--- config.mk ---
export PLATFORM = sky130hd
export DESIGN_NAME = memory_read
export DESIGN_NICKNAME = d
export VERILOG_FILES = /design/src/rtl/memory_read.sv
export SDC_FILE = /design/constraint.sdc
export NUM_CORES = 1
export LEC_CHECK = 0
export CORE_ASPECT_RATIO = 0.7
export CORE_MARGIN = 2
export CORE_UTILIZATION = 35
export DETAILED_ROUTE_END_ITERATION = 10
export PLACE_DENSITY = 0.62
export SYNTH_ARGS = -nofsm -noshare
export SYNTH_HDL_FRONTEND = slang
export SYNTH_SLANG_ARGS = --single-unit
--- constraint.sdc ---
create_clock -name clk -period 4.7 [get_ports clk]
set_clock_uncertainty 0.2 [all_clocks]
set_input_delay 0.47 -clock clk [delete_from_list [all_inputs] [get_ports clk]]
set_output_delay 0.47 -clock clk [all_outputs]
set_load 0.02 [all_outputs]
--- src/rtl/memory_read.sv ---
// memory_read: streams image, conv-weight or dense-weight RAM contents onto a valid/ready port.
// Reads are issued only when the output FIFO can absorb every read still in flight.
module memory_read #(
    parameter int RD_LAT      = 1,
    parameter int FIFO_DEPTH  = 4,
    parameter int IMG_DEPTH   = 225,
    parameter int CONV_DEPTH  = 18816,
    parameter int DENSE_DEPTH = 16746
) (
    input  logic        clk,
    input  logic        reset,
    input  logic        start,
    input  logic [1:0]  region,
    input  logic [14:0] base_addr,
    input  logic [14:0] length,
    output logic        busy,
    output logic        done,
    output logic        err,
    output logic [9:0]  image_ram_addr,
    input  logic [7:0]  q0,
    input  logic [7:0]  q1,
    input  logic [7:0]  q2,
    input  logic [7:0]  q3,
    output logic [14:0] conv_ram_addr,
    input  logic [7:0]  q_conv,
    output logic [14:0] dense_ram_addr,
    input  logic [7:0]  q_dense,
    output logic        out_valid,
    input  logic        out_ready,
    output logic [31:0] out_data,
    output logic        out_last
);
    localparam int PTR_W = (FIFO_DEPTH > 1) ? $clog2(FIFO_DEPTH) : 1;
    localparam int CNT_W = $clog2(FIFO_DEPTH + 1);

    localparam logic [1:0] REG_IMG   = 2'd0;
    localparam logic [1:0] REG_CONV  = 2'd1;
    localparam logic [1:0] REG_BAD   = 2'd3;

    // Output stream: a word transfers on every rising edge where out_valid && out_ready;
    // out_valid never depends on out_ready, and out_data/out_last hold while stalled.
    typedef enum logic [2:0] {
        S_IDLE  = 3'd0,
        S_CHECK = 3'd1,
        S_ISSUE = 3'd2,
        S_DRAIN = 3'd3,
        S_FIN   = 3'd4
    } state_t;

    state_t           state;
    logic [1:0]       cmd_region;
    logic [14:0]      cmd_base;
    logic [14:0]      cmd_len;
    logic [14:0]      issued;
    logic [14:0]      returned;
    logic [RD_LAT:0]  lat_pipe;
    logic [CNT_W-1:0] inflight;
    logic [CNT_W-1:0] fifo_count;
    logic [PTR_W-1:0] wr_ptr;
    logic [PTR_W-1:0] rd_ptr;
    logic [32:0]      fifo_mem [FIFO_DEPTH];

    logic [15:0] region_depth;
    logic [15:0] cmd_end;
    logic        cmd_legal;
    logic        fifo_room;
    logic        issue;
    logic        push;
    logic        pop;
    logic [14:0] issue_addr;
    logic [31:0] ret_data;
    logic        ret_last;

    function automatic logic [PTR_W-1:0] next_ptr(input logic [PTR_W-1:0] p);
        return (p == PTR_W'(FIFO_DEPTH - 1)) ? '0 : p + 1'b1;
    endfunction

    assign region_depth = (cmd_region == REG_IMG)  ? 16'(IMG_DEPTH) :
                          (cmd_region == REG_CONV) ? 16'(CONV_DEPTH) : 16'(DENSE_DEPTH);
    assign cmd_end      = {1'b0, cmd_base} + {1'b0, cmd_len};
    assign cmd_legal    = (cmd_region != REG_BAD) && (cmd_end <= region_depth);

    // Counting in-flight reads as occupied slots is what makes FIFO overflow impossible.
    assign fifo_room  = ({1'b0, fifo_count} + {1'b0, inflight}) < (CNT_W + 1)'(FIFO_DEPTH);
    assign issue      = ((state == S_CHECK) && cmd_legal && (cmd_len != '0)) ||
                        ((state == S_ISSUE) && (issued < cmd_len) && fifo_room);
    assign issue_addr = cmd_base + issued;
    assign push       = lat_pipe[RD_LAT];
    assign pop        = out_valid && out_ready;

    always_comb begin
        ret_data = {24'd0, q_dense};
        case (cmd_region)
            REG_IMG:  ret_data = {q0, q1, q2, q3};
            REG_CONV: ret_data = {24'd0, q_conv};
            default:  ret_data = {24'd0, q_dense};
        endcase
    end
    assign ret_last = (returned == cmd_len - 15'd1);

    assign out_valid = (fifo_count != '0);
    assign out_data  = out_valid ? fifo_mem[rd_ptr][31:0] : 32'd0;
    assign out_last  = out_valid && fifo_mem[rd_ptr][32];

    always_ff @(posedge clk or negedge reset) begin
        if (!reset) begin
            lat_pipe <= '0;
            inflight <= '0;
        end else begin
            lat_pipe <= {lat_pipe[RD_LAT-1:0], issue};
            case ({issue, push})
                2'b10:   inflight <= inflight + 1'b1;
                2'b01:   inflight <= inflight - 1'b1;
                default: inflight <= inflight;
            endcase
        end
    end

    always_ff @(posedge clk or negedge reset) begin
        if (!reset) begin
            wr_ptr     <= '0;
            rd_ptr     <= '0;
            fifo_count <= '0;
        end else begin
            if (push) wr_ptr <= next_ptr(wr_ptr);
            if (pop)  rd_ptr <= next_ptr(rd_ptr);
            case ({push, pop})
                2'b10:   fifo_count <= fifo_count + 1'b1;
                2'b01:   fifo_count <= fifo_count - 1'b1;
                default: fifo_count <= fifo_count;
            endcase
        end
    end

    always_ff @(posedge clk) begin
        if (push) fifo_mem[wr_ptr] <= {ret_last, ret_data};
    end

    always_ff @(posedge clk or negedge reset) begin
        if (!reset) begin
            state          <= S_IDLE;
            busy           <= 1'b0;
            done           <= 1'b0;
            err            <= 1'b0;
            cmd_region     <= '0;
            cmd_base       <= '0;
            cmd_len        <= '0;
            issued         <= '0;
            returned       <= '0;
            image_ram_addr <= '0;
            conv_ram_addr  <= '0;
            dense_ram_addr <= '0;
        end else begin
            if (issue) begin
                issued <= issued + 15'd1;
                case (cmd_region)
                    REG_IMG:  image_ram_addr <= issue_addr[9:0];
                    REG_CONV: conv_ram_addr  <= issue_addr;
                    default:  dense_ram_addr <= issue_addr;
                endcase
            end
            if (push) returned <= returned + 15'd1;

            case (state)
                S_IDLE: begin
                    if (start) begin
                        cmd_region <= region;
                        cmd_base   <= base_addr;
                        cmd_len    <= length;
                        issued     <= '0;
                        returned   <= '0;
                        err        <= 1'b0;
                        busy       <= 1'b1;
                        state      <= S_CHECK;
                    end
                end
                S_CHECK: begin
                    if (!cmd_legal || (cmd_len == '0)) begin
                        err   <= !cmd_legal;
                        done  <= 1'b1;
                        state <= S_FIN;
                    end else begin
                        state <= S_ISSUE;
                    end
                end
                S_ISSUE: begin
                    if (issued == cmd_len) state <= S_DRAIN;
                end
                S_DRAIN: begin
                    if ((inflight == '0) && (fifo_count == '0)) begin
                        done  <= 1'b1;
                        state <= S_FIN;
                    end
                end
                S_FIN: begin
                    done  <= 1'b0;
                    busy  <= 1'b0;
                    state <= S_IDLE;
                end
                default: state <= S_IDLE;
            endcase
        end
    end

    no_fifo_overflow: assert property (@(posedge clk) disable iff (!reset)
        !(push && !pop && (fifo_count == CNT_W'(FIFO_DEPTH))));

endmodule

Word level (Yosys, flattened, before mapping)
Memory sizes are Yosys's and may differ from the RTL's.
Index checks and enable logic that the tools add are counted.
{ "classes": {"n_eq_ne": 18, "magnitude_cmp": 3, "addsub": 12, "n_reduce_logical": 32, "muxes": 29, "bitwise": 1} }
{ "ops": {"columns": ["cell", "n"], "rows": [
  ["15-bit two-way mux", 7],
  ["32-bit case mux with 2 select lines", 1],
  ["32-bit two-way mux", 1],
  ["15-bit by 1-bit adder with 15-bit output (second input constant)", 2],
  ["15-bit == test", 2],
  ["15-bit by 15-bit adder with 16-bit output", 1],
  ["16-bit by 15-bit less-or-equal comparator with 1-bit output", 1],
  ["15-bit adder", 1],
  ["15-bit logical NOT", 1],
  ["15-bit less-than comparator", 1],
  ["15-bit nonzero test", 1],
  ["15-bit by 1-bit subtractor with 15-bit output (second input constant)", 1],
  ["12-bit two-way mux", 1],
  ["3-bit two-way mux", 4],
  ["3-bit case mux with 2 select lines", 2],
  ["3-bit case mux with 4 select lines", 1],
  ["2-bit AND reduction", 5],
  ["3-bit logical NOT", 3],
  ["3-bit AND reduction", 3],
  ["2-bit == test (second input constant)", 4],
  ["1-bit logical AND", 8],
  ["2-bit nonzero test", 4],
  ["1-bit two-way mux", 7],
  ["3-bit by 1-bit adder with 3-bit output (second input constant)", 2],
  ["other kinds (19)", 31]
]} }
{ "word_totals": {"elab_cells": 113, "inputBits": 84, "ramBits": 132, "regBits": 120, "out_inout_bits": 77, "memories": 1} }
{ "mem_list": {"columns": ["name", "depth", "width", "rd", "rd_ports_with_merged_regs", "wr", "line", "text"], "rows": [
  ["fifo_mem", 4, 33, 1, 0, 1, "61", "logic [32:0] fifo_mem [FIFO_DEPTH];"]
]} }

Logic depth before layout (Yosys ltp)
Gate-level depths: netlist (run 1).
{ "depth": {"depth_word": 11, "ltp_mapped": 26, "depth_no_buf": 24} }

Worst setup path after synthesis (run 1)
OpenSTA, ideal clock, no wires.
{ "synth_timing": {"path_type": "register -> register", "start": "reg cmd_len[0]", "end": "reg inflight[2]", "path_buffers": 2, "arrival_ns": 4.652, "stages_incl_launch_ff": 27, "setup_slack_ns": -0.232, "period_less_slack_ns": 4.932, "setup_ns": 0.079, "t_required_ns": 4.421, "path_cell_list": "dfrtp_1 > ha_1 > inv_1 > fa_1 > nor2b_1 > o2111ai_1 > and4b_1 > nor2_1 > and2_1 > o311ai_0 > nand2b_1 > a21oi_1 > xnor2_1 > ha_1 > nand3_1 > or4b_1 > nand4_1 > nand3_2 > inv_2 > buf_6 > buf_2 > ha_1 > inv_1 > fa_1 > xor2_1 > nor2_1 > xor2_1"} }
{ "synth_between": {"elab_chain_cells": 8, "word_cells_on_any_way": 14, "cone_classes": "1 x add/sub; 2 x order compare; 2 x eq/ne; 1 x mux; 8 x reduce/logical"} }
{ "synth_rtl": {"columns": ["element", "line", "text"], "rows": [
  ["from (decl)", "53", "logic [14:0] cmd_len;"],
  ["from (signal assigned)", "169", "cmd_len <= length;"],
  ["15-bit by 15-bit adder with 16-bit output", "80", "assign cmd_end = {1'b0, cmd_base} + {1'b0, cmd_len};"],
  ["16-bit by 15-bit less-or-equal comparator with 1-bit output", "81", "assign cmd_legal = (cmd_region != REG_BAD) && (cmd_end <= region_depth);"],
  ["1-bit logical AND", "81", null],
  ["1-bit logical AND (2 in a row)", "85", "assign issue = ((state == S_CHECK) && cmd_legal && (cmd_len != '0)) ||"],
  ["1-bit logical OR (*)", "85", null],
  ["2-bit by 1-bit == test with 1-bit output / 2-bit == test (equally long branches)", "111", "case ({issue, push})"],
  ["3-bit case mux with 2 select lines / 2-bit nonzero test (equally long branches)", null, null],
  ["to (signal assigned)", "112", "2'b10: inflight <= inflight + 1'b1;"],
  ["to (signal assigned)", "113", "2'b01: inflight <= inflight - 1'b1;"],
  ["to (signal assigned)", "114", "default: inflight <= inflight;"],
  ["to (decl)", "57", "logic [CNT_W-1:0] inflight;"]
]} }
Mark *: on every way between the ends. The rest lies on a longest branch, timed or not.
A chain may end at the register's enable or synchronous reset.

Final worst setup path (run 1)
{ "layout_timing": {"start": "reg cmd_base[0]", "end": "reg inflight[2]"} }
{ "layout_between": {"elab_chain_cells": 8, "word_cells_on_any_way": 10, "cone_classes": "1 x add/sub; 1 x order compare; 2 x eq/ne; 1 x mux; 5 x reduce/logical"} }
{ "layout_rtl": {"columns": ["element", "line", "text"], "rows": [
  ["from (decl)", "52", "logic [14:0] cmd_base;"],
  ["from (signal assigned)", "168", "cmd_base <= base_addr;"],
  ["15-bit by 15-bit adder with 16-bit output (*)", "80", null],
  ["16-bit by 15-bit less-or-equal comparator with 1-bit output (*)", "81", null],
  ["1-bit logical AND (*)", "81", null],
  ["1-bit logical AND (*) (2 in a row)", "85", null],
  ["1-bit logical OR (*)", "85", null],
  ["2-bit by 1-bit == test with 1-bit output / 2-bit == test (equally long branches)", "111", null],
  ["3-bit case mux with 2 select lines / 2-bit nonzero test (equally long branches)", null, null]
]} }
Marks and branches as above.

==> results of run 1 <==
power groups by stage:
| stage | clock network [mW] | registers, mW | logic, mW |
|---|---|---|---|
| 2_1_floorplan | 0 | 3.38 | 3.33 |
| 3_3_place_gp | 0 | 3.36 | 5.41 |
| 3_5_place_dp | 0 | 3.37 | 5.49 |
| 4_1_cts | 2.23 | 3.34 | 5.55 |
| 5_1_grt | 2.33 | 3.40 | 6.16 |
| 6_report | 2.18 | 3.34 | 5.64 |
layout make-up:
cell class | instances | area, µm²
Inverter | 46 | 175
Tap cell | 480 | 601
Sequential cell | 252 | 6970
Timing Repair Buffer | 210 | 2010
Fill cell | 3281 | 19700
Multi-Input combinational cell | 706 | 5560
Clock buffer | 27 | 676
Clock inverter | 20 | 214
metrics by stage:
step / util (%) / hold WS, ns / std cells / total power, mW
after floorplan: - / -0.0256 / 1043 / 6.72
after global placement: 42.3 / 0.137 / 1686 / 8.77
after detailed placement: 42.3 / 0.137 / 1686 / 8.86
after CTS: 44.8 / 0.133 / 1735 / 11.1
after global routing: 45.1 / 0.143 / 1741 / 11.9
final: 45.1 / 0.136 / 1741 / 11.2
registers in the layout (all words and copies together) (netlist names), 2 cells and up:
register,count
dense_ram_addr,15
cmd_region,2
conv_ram_addr,15
fifo_mem,132
inflight,3
returned,15
state,3
rd_ptr,2
image_ram_addr,10
lat_pipe,2
fifo_count,3
issued,15
cmd_base,15
wr_ptr,2
cmd_len,15
placed cells by master (no fill, tap or decap), types with 4 or more instances in the layout:
| cell type | synthesis | final |
|---|---|---|
| sky130_fd_sc_hd__or2_2 | 5 | 5 |
| sky130_fd_sc_hd__and3_1 | 11 | 11 |
| sky130_fd_sc_hd__xor2_1 | 25 | 25 |
| sky130_fd_sc_hd__ha_1 | 65 | 63 |
| sky130_fd_sc_hd__clkinvlp_4 | 0 | 4 |
| sky130_fd_sc_hd__xnor2_1 | 33 | 33 |
| sky130_fd_sc_hd__or4_1 | 7 | 7 |
| sky130_fd_sc_hd__clkinv_1 | 0 | 6 |
| sky130_fd_sc_hd__and2_1 | 67 | 66 |
| sky130_fd_sc_hd__nor2_1 | 47 | 43 |
| sky130_fd_sc_hd__nand2b_1 | 10 | 10 |
| sky130_fd_sc_hd__or3_1 | 14 | 14 |
| sky130_fd_sc_hd__edfxtp_1 | 132 | 132 |
| sky130_fd_sc_hd__o31ai_1 | 5 | 5 |
| sky130_fd_sc_hd__mux2_2 | 28 | 28 |
| sky130_fd_sc_hd__bufinv_16 | 0 | 4 |
| sky130_fd_sc_hd__nor2b_1 | 7 | 6 |
| sky130_fd_sc_hd__o211ai_1 | 6 | 6 |
| sky130_fd_sc_hd__o21a_1 | 7 | 7 |
| sky130_fd_sc_hd__clkdlybuf4s50_1 | 0 | 159 |
| sky130_fd_sc_hd__nor4_1 | 4 | 4 |
| sky130_fd_sc_hd__a311oi_1 | 4 | 4 |
| sky130_fd_sc_hd__inv_1 | 45 | 43 |
| sky130_fd_sc_hd__buf_4 | 1 | 47 |
| sky130_fd_sc_hd__nand4_1 | 19 | 19 |
| sky130_fd_sc_hd__dfrtp_1 | 120 | 119 |
| sky130_fd_sc_hd__a21o_1 | 11 | 11 |
| sky130_fd_sc_hd__mux4_2 | 33 | 33 |
| sky130_fd_sc_hd__clkbuf_16 | 0 | 27 |
| sky130_fd_sc_hd__nand2_1 | 114 | 114 |
| sky130_fd_sc_hd__o21ai_0 | 52 | 52 |
| sky130_fd_sc_hd__mux2i_1 | 16 | 16 |
| sky130_fd_sc_hd__mux2_4 | 10 | 10 |
| sky130_fd_sc_hd__a21oi_1 | 32 | 31 |
| sky130_fd_sc_hd__nor3_1 | 15 | 15 |
| sky130_fd_sc_hd__nand3_1 | 15 | 14 |
path summary, 6_finish.rpt:
| kind | start | endpoint | depth (start not counted) |
|---|---|---|---|
| worst max-delay path | cmd_base[0] | inflight[2] | 24 |
| worst max register to register | cmd_base[0] | inflight[2] | 24 |
| max in group asynchronous | reset | rd_ptr[0] | 3 |
| min in group asynchronous | reset | dense_ram_addr[12] | 2 |
| worst min register to register | lat_pipe[0] | lat_pipe[1] | 0 |
| worst min-delay path | lat_pipe[0] | lat_pipe[1] | 0 |
worst reg2reg max path: cells and delay by family, from the launching register on:
kind | cells | cell delay, ns
xor+xnor | 3 | 0.44
flops | 1 | 0.36
fa+ha+maj | 5 | 1.38
buf+inv | 3 | 0.17
simple gates | 10 | 1.69
compound gates | 3 | 0.27
what timing repair did:
| item | in CTS | in global routing |
|---|---|---|
| setup endpoints to repair | 29 | 43 |
| resized for setup | 4 | 11 |
| hold buffers | 1 | 0 |
| endpoints found under the hold margin | 57 | 0 |
| pin swaps | 1 | 15 |
| setup buffers | 1 | 6 |
kinds of logic after synthesis:
family / Yosys count / share of synthesized area (%)
AO/OA/AOI/OAI: 148 / 7.40
buffers and inverters: 85 / 2.66
AND/OR/NAND/NOR: 344 / 13.7
XOR/XNOR: 58 / 3.98
flip-flops: 252 / 54.5
adder cells (fa/ha/maj): 69 / 6.99
multiplexers: 87 / 10.7
metal layers:
metal  share of wire (%)  wire length, µm  GRT usage (%)  up-vias
met5                   0                0              0        -
met2                  42            14000           25.2      241
met3                 7.5             2520           4.36       35
met1                  49            16500           26.7     4393
met4                 1.4              470           2.88        0
li1                    -                -              -     4205
==> flow_summary.json, run 1 <==
{
  "finalCriticalPeriod_ns": 4.61,
  "post_synth.cell_area_avg_um2": 12.3,
  "vias": 8874,
  "rrSetupSlack_ns": 0.09,
  "worst_path_largest_cell_delay_ns": 0.50,
  "synthesized_net_count": 1196,
  "timing_hold_violations_final": 0,
  "count_of_flip_flops_with_a_built_in_enable_after_synthesis": 132,
  "timing.fmax_ghz": 0.217,
  "finalInstanceArea_mm2": 0.0162,
  "wirelength_mm": 33.5,
  "detail_route.first_pass.iterations": 4,
  "port-buffer-count": 160,
  "rsz0062_at_grt": "yes",
  "ys_seq_elements": 252,
  "crit_buf_inv": 3,
  "ys_top_cells_by_area": "sky130_fd_sc_hd__edfxtp_1 (31%), sky130_fd_sc_hd__dfrtp_1 (24%), sky130_fd_sc_hd__ha_1 (6.4%)",
  "globalplace.congestion": 0.868,
  "critical_path_source_type": "flip-flop",
  "maxSlewHeadroom_pct": 39.3,
  "net-switching-power_mw": 4.38,
  "layout.nets": 1396,
  "power.share.combinational_pct": 50.5,
  "vias_per_cell": 5.10,
  "floorplan.initialDensity_pct": 35.6,
  "critical_path.endpoint_type": "flip-flop",
  "grt_first_pass_wirelength_mm": 51.2,
  "cp_top_family": "simple AND/OR/NAND/NOR gates",
  "clockRootBuffer": "sky130_fd_sc_hd__clkbuf_16",
  "cell_internal_pwr_mw": 6.77,
  "preCtsSetupSlack_ns": -0.204,
  "ctsLongestPathBuffers": 3,
  "cpMaxStageDelayCell": "sky130_fd_sc_hd__or4b_4",
  "post_dp_area_mm2": 0.0152,
  "timing.critical_path.cells": "ha_2 > inv_2 > fa_2 > nor2b_4 > o2111ai_2 > and4b_1 > nor2_2 > and2_4 > o311ai_4 > nand2b_1 > a21oi_2 > xnor2_1 > ha_1 > nand3_2 > or4b_4 > nand4_1 > nand3_2 > inv_4 > ha_4 > inv_2 > fa_2 > xor2_1 > nor2_1 > xor2_1",
  "ys_async_sr_fraction_pct": 47.6,
  "power.sequential.fraction_pct": 29.9,
  "cts_num_sinks": 252,
  "grt.total_usage_pct": 17.5,
  "drt.antenna.violating_nets": 0,
  "fin_ws_ns": 0.0872,
  "post_synth_num_cell_types": 65,
  "switching_share_pct": 39.3,
  "ctsHtreeMaxLevel": 1,
  "tritoncts.num_buffers": 27,
  "synth_largest_area_cell": "sky130_fd_sc_hd__edfxtp_1",
  "die_width_um": 232,
  "tns_ns": 0,
  "synthFlopType": "sky130_fd_sc_hd__edfxtp_1",
  "cp.required_ns": 4.93,
  "hold_path_class": "reg -> reg",
  "die-height_um": 164,
  "postSynthCellCount": 1043,
  "drt_first_iter_violations": 576,
  "number_of_global_route_vias_before_repair": 8817,
  "wire_per_inst_um": 19.2,
  "std_cell_rows": 58,
  "drc": 0,
  "ir_drop_v": 0.000394,
  "yosys.cell_count.top_type": "sky130_fd_sc_hd__edfxtp_1",
  "cts_tree": "done",
  "max_cap_violations": 0,
  "setup.worst_path.class": "reg -> reg",
  "dp_hpwl_mm": 23.6,
  "initial_antenna_violation_count": 1,
  "io_pins": 161,
  "grt_remaining_overflow": 0,
  "synth.yosys.seq_area_share_pct": 54.5,
  "max_slew.worst_pin.slew_ns": 0.909,
  "synth.top_cells.by_count": "sky130_fd_sc_hd__edfxtp_1 (132), sky130_fd_sc_hd__dfrtp_1 (120), sky130_fd_sc_hd__nand2_1 (114)",
  "synth_largest_type_area_fraction_pct": 31.0,
  "antenna_cells_inserted": 0,
  "total_leakage_power_nw": 6.53,
  "cellPowerDensity_mw_per_mm2": 688,
  "drive_gt1_share_pct": 15.3,
  "yosysWarningCount": 0,
  "clock_insertion_delay_worst_skew_ns": 0.55,
  "grt_start_max_net_pins": 64,
  "worstPathArrival_ns": 4.85,
  "dieArea_mm2": 0.0381,
  "finalMaxSlewViolations": 0,
  "status": "finished clean",
  "core_mm2": 0.0359,
  "clkSlewWorstSetupHoldPaths_ns": 0.06,
  "mappedNetlistArea_mm2": 0.0128,
  "final_setup_vio_count": 0,
  "largest_fanout_of_any_net_on_the_critical_path": 2,
  "part_of_the_power_in_the_clock_network_pct": 19.5,
  "final_min_period_over_clock_period_pct": 98.1,
  "areaGrowthSynthToFinish_pct": 26.9
}
Note: power is estimated with default switching activity, not from simulation.
==> inputs of run 2 (changes only) <==
--- a/config.mk
+++ b/config.mk
@@ -9,6 +9,7 @@
 export CORE_MARGIN = 2
 export CORE_UTILIZATION = 35
 export DETAILED_ROUTE_END_ITERATION = 10
+export GPL_TIMING_DRIVEN = 0
 export PLACE_DENSITY = 0.62
 export SYNTH_ARGS = -nofsm -noshare
 export SYNTH_HDL_FRONTEND = slang
==> flow_summary.json, run 2 (synthesized netlist as in run 1, its figures left out) <==
{
  "status": "finished with violations",
  "violations": "negative setup slack",
  "hold_path.startpoint": "lat_pipe[0]",
  "critical_path_source_type": "flip-flop",
  "part_of_the_power_in_the_clock_network_pct": 18.8,
  "final_setup_vio_count": 44,
  "crit_buf_inv": 10,
  "io_pins": 161,
  "worst_path_largest_cell_delay_ns": 0.44,
  "dp_hpwl_mm": 24.3,
  "std_cell_rows": 58,
  "clock_insertion_delay_worst_skew_ns": 0.55,
  "cp_top_family": "simple AND/OR/NAND/NOR gates",
  "timing.hold.worst_path_depth": 0,
  "drt.antenna.violating_nets": 0,
  "hold_end": "lat_pipe[1]",
  "vias": 9092,
  "floorplan.initialDensity_pct": 35.6,
  "switching_share_pct": 38.9,
  "largest_register": "fifo_mem",
  "globalplace.congestion": 0.920,
  "detail_route.first_pass.iterations": 5,
  "ctsHtreeMaxLevel": 1,
  "max_slew.worst_pin.slew_ns": 1.00,
  "layout.nets": 1428,
  "setup.worst_path.class": "reg -> reg",
  "r2r-start": "cmd_base[0]",
  "final_min_period_over_clock_period_pct": 107,
  "crit_top_cell": "sky130_fd_sc_hd__buf_6",
  "worst_hold_slack_ns": 0.153,
  "power.share.combinational_pct": 52.8,
  "overall_power_of_the_completed_layout_mw": 11.7,
  "cp.required_ns": 4.92,
  "clockRootBuffer": "sky130_fd_sc_hd__clkbuf_16",
  "wire_per_inst_um": 19.4,
  "areaGrowthSynthToFinish_pct": 30.3,
  "drc": 0,
  "largest_fanout_of_any_net_on_the_critical_path": 10,
  "drt_first_iter_violations": 698,
  "number_of_global_route_vias_before_repair": 9149,
  "core_mm2": 0.0359,
  "clkSlewWorstSetupHoldPaths_ns": 0.06,
  "layout_commonest_cell": "sky130_fd_sc_hd__clkdlybuf4s50_1",
  "antenna_cells_inserted": 0,
  "mostFrequentLayoutCells": "sky130_fd_sc_hd__clkdlybuf4s50_1 (159), sky130_fd_sc_hd__edfxtp_1 (132), sky130_fd_sc_hd__dfrtp_1 (118), sky130_fd_sc_hd__nand2_1 (113)",
  "grt_remaining_overflow": 0,
  "fin_ws_ns": -0.328,
  "finalCriticalPeriod_ns": 5.03,
  "regToRegEndpoint": "conv_ram_addr[12]",
  "wirelength_mm": 34.4,
  "dieArea_mm2": 0.0381,
  "grt.total_usage_pct": 17.7,
  "timing.fmax_ghz": 0.199,
  "net-switching-power_mw": 4.56,
  "cts_tree": "done",
  "rsz0062_at_grt": "yes",
  "maxSlewHeadroom_pct": 32.8,
  "cts_num_sinks": 252,
  "tritoncts.num_buffers": 27,
  "hold_path_class": "reg -> reg",
  "total_leakage_power_nw": 6.67,
  "power.sequential.fraction_pct": 28.4,
  "timing_hold_violations_final": 0,
  "vias_per_cell": 5.12,
  "cell_internal_pwr_mw": 7.17,
  "max_reg_flops": 132,
  "grt_first_pass_wirelength_mm": 51.9,
  "ir_drop_v": 0.000354,
  "worstPathArrival_ns": 5.25,
  "cpMaxStageDelayCell": "sky130_fd_sc_hd__dfrtp_1",
  "critical_path.endpoint_type": "flip-flop",
  "grt_start_max_net_pins": 91,
  "initial_antenna_violation_count": 1,
  "ff2ff_path_depth": 27,
  "cellPowerDensity_mw_per_mm2": 704,
  "die-height_um": 164,
  "rrSetupSlack_ns": -0.33,
  "max_cap_violations": 0,
  "die_width_um": 232,
  "port-buffer-count": 160,
  "ctsLongestPathBuffers": 3,
  "drive_gt1_share_pct": 16.3,
  "finalMaxSlewViolations": 0
}
==> run 2: layer usage <==
layer	vias up	share of wire [%]	wire length, µm	global-route usage (%)
li1	4263	-	-	-
met1	4530	48	16400	25.6
met2	243	42	14500	26.1
met3	56	7.3	2530	4.70
met4	0	2.9	982	5.22
met5	-	0	0	0
==> run 2: worst max-delay path by stage <==
stage,from,end,slack [ns],cells after the start
2_1_floorplan,cmd_len[0],inflight[2],-0.07,26
3_3_place_gp,reset,returned[8],-2.01,1
3_5_place_dp,cmd_region[0],inflight[2],-0.79,20
4_1_cts,cmd_base[0],issued[4],-0.12,29
5_1_grt,cmd_region[1],inflight[2],-0.51,20
6_report,cmd_base[0],conv_ram_addr[12],-0.33,27
==> run 2: worst reg2reg max path, stage by stage, from the launching register on <==
cell                        delay [ns]
sky130_fd_sc_hd__dfrtp_1          0.44
sky130_fd_sc_hd__ha_4             0.17
sky130_fd_sc_hd__inv_2            0.03
sky130_fd_sc_hd__fa_2             0.36
sky130_fd_sc_hd__nor2b_4          0.15
sky130_fd_sc_hd__o2111ai_2        0.12
sky130_fd_sc_hd__and4b_2          0.30
sky130_fd_sc_hd__nor2_4           0.09
sky130_fd_sc_hd__and2_4           0.15
sky130_fd_sc_hd__o311ai_2         0.08
sky130_fd_sc_hd__nand2b_1         0.12
sky130_fd_sc_hd__a21oi_2          0.07
sky130_fd_sc_hd__xnor2_1          0.13
sky130_fd_sc_hd__ha_1             0.34
sky130_fd_sc_hd__buf_6            0.13
sky130_fd_sc_hd__buf_6            0.10
sky130_fd_sc_hd__buf_6            0.11
sky130_fd_sc_hd__buf_6            0.10
sky130_fd_sc_hd__buf_6            0.11
sky130_fd_sc_hd__o211ai_1         0.11
sky130_fd_sc_hd__nand4_1          0.22
sky130_fd_sc_hd__nand3_2          0.15
sky130_fd_sc_hd__inv_2            0.06
sky130_fd_sc_hd__buf_6            0.12
sky130_fd_sc_hd__buf_4            0.16
sky130_fd_sc_hd__nor2_4           0.27
sky130_fd_sc_hd__buf_12           0.20
sky130_fd_sc_hd__mux2_4           0.30
==> run 2: what timing repair did <==
action | CTS | global route
hold buffers | 1 | 0
resized for setup | 25 | 52
endpoints found under the setup margin | 56 | 58
cloned | 0 | 2
hold endpoints to repair | 30 | 0
buffers inserted | 22 | 21
pin swaps | 15 | 16
==> run 2: area by class of cell <==
class / count / area [µm²]
clock buffers: 33 / 698
inverters: 46 / 173
plain buffers: 38 / 199
repair buffers: 204 / 2100
multi-input cells: 706 / 5710
fillers: 3246 / 19300
clock inverters: 16 / 206
well taps: 480 / 601
flip-flops and latches: 252 / 6970
==> run 2: metrics by stage <==
step	instances	worst slack [ns]	TNS [ns]	instance area [µm²]	util, %
final	1775	-0.328	-9.30	16700	46.4
after global routing	1775	-0.508	-15.45	16700	46.4
after CTS	1760	-0.115	-0.344	16300	45.4
after detailed placement	1688	-0.795	-15.48	15100	42.1
after global placement	1683	-2.01	-251.38	15000	41.8
after floorplan	1043	-0.0677	-0.0677	12800	-
==> run 2: power by group through the flow <==
stage	logic (mW)	clock network, mW	registers, mW
finish	6.19	2.21	3.33
global route	6.74	2.35	3.37
CTS	5.67	2.26	3.31
detailed placement	5.33	0	3.33
global placement	5.21	0	3.33
floorplan	3.33	0	3.38
==> inputs of run 3 (changes only) <==
--- a/config.mk
+++ b/config.mk
@@ -11,6 +11,7 @@
 export DETAILED_ROUTE_END_ITERATION = 10
 export GPL_TIMING_DRIVEN = 0
 export PLACE_DENSITY = 0.62
+export SLEW_MARGIN = 20
 export SYNTH_ARGS = -nofsm -noshare
 export SYNTH_HDL_FRONTEND = slang
 export SYNTH_SLANG_ARGS = --single-unit
==> flow_summary.json, run 3 (synthesized netlist as in run 1, its figures left out) <==
{
  "status": "finished with violations",
  "violations": "negative setup slack",
  "total_leakage_power_nw": 6.63,
  "switching_share_pct": 39.4,
  "crit_top_cell": "sky130_fd_sc_hd__buf_6",
  "critical_path_source_type": "flip-flop",
  "part_of_the_power_in_the_clock_network_pct": 18.4,
  "die-height_um": 164,
  "floorplan.initialDensity_pct": 35.6,
  "die_width_um": 232,
  "grt_remaining_overflow": 0,
  "grt_first_pass_wirelength_mm": 52.0,
  "crit_buf_inv": 10,
  "detail_route.first_pass.iterations": 5,
  "clock_insertion_delay_worst_skew_ns": 0.55,
  "mostFrequentLayoutCells": "sky130_fd_sc_hd__clkdlybuf4s50_1 (159), sky130_fd_sc_hd__edfxtp_1 (132), sky130_fd_sc_hd__dfrtp_1 (118), sky130_fd_sc_hd__nand2_1 (114)",
  "net-switching-power_mw": 4.56,
  "port-buffer-count": 160,
  "grt_start_max_net_pins": 91,
  "power.sequential.fraction_pct": 28.8,
  "final_setup_vio_count": 41,
  "hold_path_class": "reg -> reg",
  "clkSlewWorstSetupHoldPaths_ns": 0.06,
  "std_cell_rows": 58,
  "ctsHtreeMaxLevel": 1,
  "rrSetupSlack_ns": -0.27,
  "wirelength_mm": 34.5,
  "cellPowerDensity_mw_per_mm2": 698,
  "initial_antenna_violation_count": 1,
  "worstPathArrival_ns": 5.20,
  "grt.total_usage_pct": 17.8,
  "wire_per_inst_um": 19.5,
  "largest_fanout_of_any_net_on_the_critical_path": 10,
  "maxSlewHeadroom_pct": 32.0,
  "max_slew.worst_pin.slew_ns": 1.02,
  "fin_ws_ns": -0.265,
  "cpMaxStageDelayCell": "sky130_fd_sc_hd__dfrtp_1",
  "drive_gt1_share_pct": 16.2,
  "cp.required_ns": 4.93,
  "dp_hpwl_mm": 24.3,
  "filler_cell_count": 3247,
  "max_cap_violations": 0,
  "drt.antenna.violating_nets": 0,
  "globalplace.congestion": 0.920,
  "setup.worst_path.class": "reg -> reg",
  "io_pins": 161,
  "clockRootBuffer": "sky130_fd_sc_hd__clkbuf_16",
  "largest_register": "fifo_mem",
  "tns_ns": -5.87,
  "dieArea_mm2": 0.0381,
  "drc": 0,
  "final_min_period_over_clock_period_pct": 106,
  "layout.nets": 1424,
  "vias_per_cell": 5.16,
  "antenna_cells_inserted": 0,
  "number_of_global_route_vias_before_repair": 9151,
  "layout_commonest_cell": "sky130_fd_sc_hd__clkdlybuf4s50_1",
  "vias": 9145,
  "finalCriticalPeriod_ns": 4.97,
  "ctsLongestPathBuffers": 3,
  "core_mm2": 0.0359,
  "areaGrowthSynthToFinish_pct": 29.5,
  "critical_path.endpoint_type": "flip-flop",
  "worst_path_largest_cell_delay_ns": 0.40,
  "cp_top_family": "simple AND/OR/NAND/NOR gates",
  "timing.fmax_ghz": 0.201,
  "tritoncts.num_buffers": 27,
  "cts_num_sinks": 252,
  "cts_tree": "done",
  "max_reg_flops": 132,
  "timing_hold_violations_final": 0,
  "ir_drop_v": 0.000375,
  "rsz0062_at_grt": "yes",
  "finalMaxSlewViolations": 0,
  "cell_internal_pwr_mw": 7.00,
  "power.share.combinational_pct": 52.8,
  "drt_first_iter_violations": 725,
  "worst_hold_slack_ns": 0.148
}
==> run 3: cell types whose count changed in the layout (fill, tap and decap cells not counted), sizes merged <==
cell	delta
buf	-3
clkbuf	-4
bufinv	-2
clkinv	+4
clkinvlp	+1
==> run 3: layout make-up <==
class	instances	area [µm²]	area share (%)
clock buffer	30	687	4.15
timing repair buffer	200	2050	12.4
clock inverter	19	183	1.10
tap	480	601	3.63
sequential	252	6970	42.1
buffer	38	201	1.22
inverter	46	173	1.04
multi-input combinational	706	5690	34.4
==> run 3: worst paths after layout <==
kind	start	to	depth (start not counted)
setup / recovery	cmd_base[0]	conv_ram_addr[7]	27
hold / removal	lat_pipe[0]	lat_pipe[1]	0
setup reg to reg	cmd_base[0]	conv_ram_addr[7]	27
hold reg to reg	lat_pipe[0]	lat_pipe[1]	0
max in group asynchronous	reset	cmd_len[4]	3
min in group asynchronous	reset	image_ram_addr[9]	2
==> run 3: power groups by stage <==
stage               sequential, mW  combinational, mW  clock (mW)
finish                        3.32               6.10        2.13
detailed placement            3.33               5.33           0
floorplan                     3.38               3.33           0
global route                  3.37               6.63        2.27
global placement              3.33               5.21           0
CTS                           3.30               5.64        2.17
==> run 3: metal layers <==
layer | global-route usage, % | vias to the layer above | share of wire [%]
met5 | 0 | - | 0
met4 | 5.10 | 0 | 2.7
met3 | 4.62 | 52 | 7.1
met2 | 26.2 | 265 | 42
met1 | 25.8 | 4574 | 48
li1 | - | 4254 | -
==> run 3: repair_timing <==
action,4_1_cts,5_1_grt
hold endpoints to repair,108,0
setup endpoints to repair,56,58
resized for setup,24,46
setup buffers,21,19
gates cloned,0,1
hold buffers,1,0
pin swaps,16,14
==> run 3: metrics by stage <==
step | utilization (%) | instances | setup slack [ns] | power (mW) | instance area [µm²]
floorplan | - | 1043 | -0.0677 | 6.72 | 12800
global placement | 41.8 | 1683 | -2.01 | 8.54 | 15000
detailed placement | 42.1 | 1689 | -0.773 | 8.67 | 15100
CTS | 45.3 | 1760 | -0.181 | 11.1 | 16300
global route | 46.1 | 1771 | -0.439 | 12.3 | 16600
finish | 46.1 | 1771 | -0.265 | 11.6 | 16600
==> run 3: worst reg2reg max path, stage by stage, from the launching register on <==
cell and delay [ns]:
sky130_fd_sc_hd__dfrtp_1 0.40, sky130_fd_sc_hd__ha_2 0.21, sky130_fd_sc_hd__inv_2 0.04, sky130_fd_sc_hd__fa_2 0.36
sky130_fd_sc_hd__nor2b_4 0.14, sky130_fd_sc_hd__o2111ai_2 0.12, sky130_fd_sc_hd__and4b_2 0.30, sky130_fd_sc_hd__nor2_4 0.10
sky130_fd_sc_hd__and2_4 0.15, sky130_fd_sc_hd__o311ai_2 0.08, sky130_fd_sc_hd__nand2b_1 0.11, sky130_fd_sc_hd__a21oi_2 0.06
sky130_fd_sc_hd__xnor2_1 0.13, sky130_fd_sc_hd__ha_1 0.32, sky130_fd_sc_hd__buf_4 0.15, sky130_fd_sc_hd__buf_6 0.11
sky130_fd_sc_hd__buf_6 0.11, sky130_fd_sc_hd__buf_6 0.10, sky130_fd_sc_hd__buf_6 0.10, sky130_fd_sc_hd__o211ai_1 0.10
sky130_fd_sc_hd__nand4_1 0.19, sky130_fd_sc_hd__nand3_2 0.15, sky130_fd_sc_hd__inv_2 0.06, sky130_fd_sc_hd__buf_6 0.12
sky130_fd_sc_hd__buf_4 0.16, sky130_fd_sc_hd__nor2_4 0.27, sky130_fd_sc_hd__buf_12 0.20, sky130_fd_sc_hd__mux2_4 0.31
